`src/rtl/subfsm_scheduler.sv`:
```
// ----------------------------------------------------------------------------
// subfsm_scheduler
//   Master-level FSM that shares one sub-FSM engine among N_REQ requesters.
//   Round-robin arbitration picks a requester, a one-cycle start pulse kicks
//   the engine, and the FSM waits for the engine's done pulse. A watchdog
//   aborts the run if done does not arrive within TIMEOUT wait cycles.
//
// Ports
//   clk           in   rising-edge clock
//   rst           in   synchronous reset, active-high
//   req           in   [N_REQ-1:0] level-sensitive request vector
//   sub_done      in   one-cycle completion pulse from the engine
//   grant         out  [N_REQ-1:0] one-hot grant, zero when no run in progress
//   sub_start     out  one-cycle start pulse to the engine
//   active_id     out  [1:0] index of the requester currently or last served
//   timeout_err   out  one-cycle pulse when a run is aborted by the watchdog
//   master_state  out  [2:0] current state encoding, for debug
// ----------------------------------------------------------------------------
module subfsm_scheduler #(
    parameter int N_REQ   = 4,
    parameter int CNT_W   = 8,
    parameter int TIMEOUT = 200
) (
    input  logic             clk,
    input  logic             rst,
    input  logic [N_REQ-1:0] req,
    input  logic             sub_done,
    output logic [N_REQ-1:0] grant,
    output logic             sub_start,
    output logic [1:0]       active_id,
    output logic             timeout_err,
    output logic [2:0]       master_state
);

    typedef enum logic [2:0] {
        S_IDLE    = 3'b000,
        S_ARB     = 3'b001,
        S_START   = 3'b010,
        S_WAIT    = 3'b011,
        S_RELEASE = 3'b100,
        S_ERR     = 3'b101
    } state_t;

    localparam logic [CNT_W-1:0] WD_LAST = CNT_W'(TIMEOUT - 1);

    state_t           current_state;
    state_t           next_state;
    logic [1:0]       rr_ptr;
    logic [CNT_W-1:0] wd_cnt;
    logic [1:0]       arb_pick;
    logic             arb_any;

    // Round-robin pick: first set request at or above rr_ptr, wrapping mod 4.
    always_comb begin
        // NOTE: every signal written here gets a default first, so no path
        // through the block leaves it unassigned and no latch is inferred.
        arb_pick = rr_ptr;
        arb_any  = 1'b0;
        for (int i = 0; i < N_REQ; i++) begin
            logic [1:0] idx;
            idx = rr_ptr + 2'(i);
            if (!arb_any && req[idx]) begin
                arb_pick = idx;
                arb_any  = 1'b1;
            end
        end
    end

    always_comb begin
        next_state = S_IDLE;
        case (current_state)
            S_IDLE:    next_state = (|req) ? S_ARB : S_IDLE;
            S_ARB:     next_state = arb_any ? S_START : S_IDLE;
            S_START:   next_state = S_WAIT;
            S_WAIT: begin
                // Done takes priority over an expiring watchdog.
                if (sub_done)               next_state = S_RELEASE;
                else if (wd_cnt == WD_LAST) next_state = S_ERR;
                else                        next_state = S_WAIT;
            end
            S_RELEASE: next_state = S_IDLE;
            S_ERR:     next_state = S_IDLE;
            default:   next_state = S_IDLE;  // unused codes 110/111 recover
        endcase
    end

    // Outputs are decoded from the registered state and registered again, so
    // they trail the state by one cycle and have no path from the inputs.
    always_ff @(posedge clk) begin
        // NOTE: sequential state uses non-blocking assignments so every
        // register samples the pre-edge values of the others.
        if (rst) begin
            current_state <= S_IDLE;
            rr_ptr        <= '0;
            active_id     <= '0;
            wd_cnt        <= '0;
            grant         <= '0;
            sub_start     <= 1'b0;
            timeout_err   <= 1'b0;
        end else begin
            current_state <= next_state;

            grant       <= (current_state == S_START || current_state == S_WAIT)
                           ? (N_REQ'(1) << active_id) : '0;
            sub_start   <= (current_state == S_START);
            timeout_err <= (current_state == S_ERR);

            case (current_state)
                S_ARB:     if (arb_any) active_id <= arb_pick;
                S_START:   wd_cnt <= '0;
                S_WAIT:    wd_cnt <= wd_cnt + 1'b1;
                S_RELEASE,
                S_ERR:     rr_ptr <= active_id + 2'd1;
                default:   ;
            endcase
        end
    end

    assign master_state = current_state;

endmodule

```
`config.mk`:
```
export PLATFORM = sky130hd
export DESIGN_NAME = subfsm_scheduler
export DESIGN_NICKNAME = d
export VERILOG_FILES = /design/src/rtl/subfsm_scheduler.sv
export SDC_FILE = /design/constraint.sdc
export NUM_CORES = 1
export LEC_CHECK = 0
export CAP_MARGIN = 25
export CORE_UTILIZATION = 43
export CTS_CLUSTER_DIAMETER = 150
export DETAILED_ROUTE_END_ITERATION = 8
export PLACE_DENSITY = 0.8
export SYNTH_ARGS = -nofsm -noshare
export SYNTH_HDL_FRONTEND = slang
export SYNTH_SLANG_ARGS = --single-unit
```
`constraint.sdc`:
```
create_clock -name clk -period 1.3 [get_ports clk]
set_input_delay 0.26 -clock clk [delete_from_list [all_inputs] [get_ports clk]]
set_output_delay 0.26 -clock clk [all_outputs]
set_load 0.03 [all_outputs]
```
* After elaboration in Yosys (flattened, before gate mapping)
Cells that the tools add are included.
Storage, ports and cells: register bits 21, input bits 7, logic and storage cells 58
Cells by class: add/sub/neg operators 5, order comparisons 4, equality and inequality tests 6, shifts and indexed selects 1, mux-type cells 21, bitwise gates (word level) 1, reductions and logical operators 13
Operator list (count):
- case mux 8 bit (2 select lines) | 1
- less-than comparator 2 x 3 -> 1 bit (second input constant) | 4
- case mux 3 bit (4 select lines) | 1
- two-way mux 1 bit | 9
- adder 8 x 1 -> 8 bit (second input constant) | 1
- binary-select mux 1 bit (select 2 bit) | 4
- equality test 8 bit (second input constant) | 1
- two-way mux 2 bit | 4
- equality test 3 x 2 -> 1 bit (second input constant) | 2
- equality test 3 bit (second input constant) | 2
- two-way mux 3 bit | 2
- adder 2 x 1 -> 2 bit (second input constant) | 2
- adder 2 bit (second input constant) | 2
- OR reduction 2 bit | 2
- OR reduction 4 bit | 1
- << shifter 1 x 2 -> 4 bit (first input constant) | 1
- equality test 3 x 1 -> 1 bit (second input constant) | 1
- logical AND 1 bit | 3
- logical NOT 1 bit | 3
- logical NOT 3 bit | 1
- AND reduction 2 bit | 1
- nonzero test 2 bit | 1
- logical OR 1 bit | 1
- inverter 1 bit | 1

* Depth between registers and ports, before layout
depth in word-level cells 14, mapped depth 5

* Worst setup path before layout
OpenSTA, ideal clock, no wires.
kind register to register, start point register current_state[0] (netlist: master_state[0]), end point register wd_cnt[7], arrival time 1.531 ns, data required time 1.226 ns, setup slack -0.305 ns, stages on the path, launching flop included 5, path through dfxtp_1 > buf_4 > nand3b_1 > or4_1 > a31oi_1
On the way: longest elaborated chain between the ends 2, elaborated cells between the ends (all ways) 4
RTL lines:
- start: declaration | line 46 | state_t current_state;
- start signal: assignment | line 101 | current_state <= next_state;
- equality test 3 x 2 -> 1 bit | line 108 | case (current_state)
- case mux 8 bit (2 select lines) / nonzero test 2 bit (equally long branches)
- end signal: assignment | line 111 | S_WAIT: wd_cnt <= wd_cnt + 1'b1;
- end: declaration | line 49 | logic [CNT_W-1:0] wd_cnt;
Several ways; a longest one is shown, not always the timed one. A chain may end at the register's enable or synchronous reset.

* Final worst setup path
start point register wd_cnt[1], end point register wd_cnt[7]
On the way: longest elaborated chain between the ends 2
RTL lines (line):
- adder 8 x 1 -> 8 bit | 111
- case mux 8 bit (2 select lines) | 108
No other way between the ends.

==> results.toml <==
[placed_design]
gp_congestion = 0.837
dp_hpwl_microns = 1630
dp_cells = 171
dp_slack_ns = -0.347
port_buffers = 17

[floorplanning]
pin_count = 18
die_w_microns = 49.3
start_util = 0.472
die_area_sq_um = 2430
core-area_sq_um = 2040
die_h_microns = 49.3
rows = 16

[clock_network]
cts_tree = "built"
htreeDepth = 1
hold_buffers = 0
cts_sinks = 21
numCtsBuffers = 3
worstSkewPairLatency_ns = 0.30
clockBufferDepth = 2
cts.clk_slew.worst_paths_ns = 0.12
clock-root-buffer = "clkbuf_4"

[power_and_ir_drop]
power.leakage_nw = 0.540
p_total_mw = 1.27
power_density_nw_per_um2 = 890
peakVddDrop_v = 0.000474

[detailed_routing]
routed_wl_microns = 2430
wire_per_inst_microns = 13.7
drc = 0
post_drt_via_cell_ratio = 5.46
drt_first_iter_violations = 22
postRouteAntennaNets = 0
routed-via-count = 967
first_pass_iters = 4

[min_path]
hp-class = "in2reg"
worstHoldEndpoint = "master_state[0]"
whs_path_depth = 5
hold_start = "req[2]"

[run]
timing.max_cap.violations = 0

[setup_path]
critPathSlowestCell = "or4_4"
crit_chain = "nand3_2, or2_4, or4_4, a31oi_1"
r2r_slack_ns = -0.06
crit_path_start_kind = "register"
max_stage_delay_ns = 0.47
reg2reg_from = "wd_cnt[1]"
arrival_ns = 1.60
cp-end-kind = "register"
cp.required_ns = 1.54
reg2regPathDepth = 4
worstSetupPathType = "reg2reg"
rr_endpoint = "wd_cnt[7]"
cp_max_fo = 3

[cells_and_area]
final_cells = 177
final_common_cell = "buf_4"
syn2layout_area_growth_pct = 47.8
antenna_cells = 0
final_layout_size_suffix_gt1_frac = 0.393
most-common-layout-cells = "buf_4 (18), nor2_1 (12), dfxtp_1 (12)"
finalNetCount = 159

[sta]
finalClockSkew_ns = 0.00207
rsz0062_at_grt = "yes"
min_period_over_period = 1.05
final_hold_viol_count = 0
fmax_mhz = 733
timing.final.crit_period_ns = 1.36
postLayoutSetupSlackWorst_ns = -0.0643
finalMaxSlewViolations = 0
setup_viol = 4
maxSlewHeadroom = 0.748
hold_ws_ns = 0.432
worst_pin_slew_ns = 0.375

[global_routing]
grt_pass1_vias = 920
grt_overflow_total = 0
antenna_found_initial = 0
grt_usage = 0.205
grt_pass1_wl_microns = 3880
grt_max_degree = 13

[synth]
syn_inst = 116
synth_nets = 124
ys_ff_latch = 21
synth_cell_types = 36
synth_warnings = 0
postSynthAreaPerCell_sq_um = 8.31
syn_area_sq_um = 963
ys_seq_area_frac = 0.436

[run_status]
run_status = "finished with violations"
violations = "setup timing"
-- routing by layer --
layer	wire [microns]	up-vias	global-route usage
met5	0	-	0
met4	39	0	0.0833
met3	69	4	0.0312
met2	1210	20	0.358
met1	1110	465	0.246
li1	-	478	-
-- layout make-up --
cell class                      instances  area, sq um
Clock buffer                            4         26.3
Sequential cell                        21          444
Fill cell                             140          618
Tap cell                               27         33.8
Inverter                                4         15.0
Timing Repair Buffer                   35          318
Multi-Input combinational cell         86          587
-- how the worst max path moves through the flow --
stage | to | slack, ns | startpoint | depth (start not counted)
after floorplan | wd_cnt[7] | -0.05 | wd_cnt[2] | 4
after global placement | active_id[1] | -0.28 | req[1] | 5
after detailed placement | active_id[1] | -0.35 | req[3] | 5
after CTS | wd_cnt[6] | -0.06 | wd_cnt[1] | 4
after global routing | wd_cnt[7] | -0.12 | wd_cnt[1] | 4
final | wd_cnt[7] | -0.06 | wd_cnt[1] | 4
-- state kept, by name, summed over array words and instances (netlist names) --
name	count
sub_start	1
active_id	2
wd_cnt	8
grant	4
master_state	3
timeout_err	1
rr_ptr	2
-- kinds of logic (layout without fill, tap and decap cells) --
| kind of cell | Yosys count | in the layout | share of synthesized area |
|---|---|---|---|
| compound gates | 31 | 31 | 0.196 |
| xor+xnor | 1 | 1 | 0.00909 |
| fa+ha+maj | 1 | 1 | 0.0130 |
| buf+inv | 9 | 43 | 0.0545 |
| flops | 21 | 21 | 0.436 |
| simple gates | 53 | 53 | 0.291 |
-- Yosys cell counts --
cell type,count,area (sq um)
and4_2,1,10.0
or3b_2,1,8.76
a211o_1,1,8.76
nor3_1,6,30.0
clkbuf_1,1,3.75
buf_4,3,22.5
nand3b_1,2,15.0
o211ai_1,1,7.51
dfxtp_1,21,420
and3_1,1,6.26
or2_1,1,6.26
or3_2,1,7.51
a2bb2oi_1,1,8.76
buf_6,1,11.3
nand2_1,10,37.5
a31oi_1,1,6.26
nand3_2,1,10.0
o31ai_1,1,7.51
nor3b_1,1,7.51
a21o_2,1,8.76
or4_1,2,15.0
o21ai_0,7,35.0
inv_1,4,15.0
nor4_1,2,12.5
o221ai_1,1,8.76
a21o_1,1,7.51
a21oi_1,12,60.1
xnor2_1,1,8.76
or3_1,1,6.26
o21a_1,2,15.0
nand3_1,1,5.00
nor2_1,14,52.6
nor2b_1,5,31.3
a211oi_1,2,15.0
ha_1,1,12.5
nand2b_1,3,18.8
-- worst max-delay path, delay by kind of cell, from the launching register on --
kind	cells	cell delay [ns]
compound gates	1	0.12
flops	1	0.39
simple gates	3	0.80
-- per-stage QoR --
stage	setup TNS [ns]	area [sq um]	utilization
CTS	-0.110	1330	0.649
finish	-0.171	1420	0.697
detailed placement	-1.07	1270	0.621
global placement	-0.916	1270	0.621
global route	-0.399	1420	0.697
floorplan	-0.127	992	-
-- power breakdown --
group	leakage (nW)	switching (mW)	internal, mW
sequential	0.176	0.0265	0.662
clock	0.0150	0.195	0.119
combinational	0.349	0.142	0.122
total	0.540	0.363	0.904
-- what timing repair did --
item / 4_1_cts / 5_1_grt
buffers inserted: 3 / 0
resized for setup: 15 / 37
pin swaps: 3 / 13
setup endpoints to repair: 12 / 20
No activity file was read; power rests on OpenSTA's default activity.
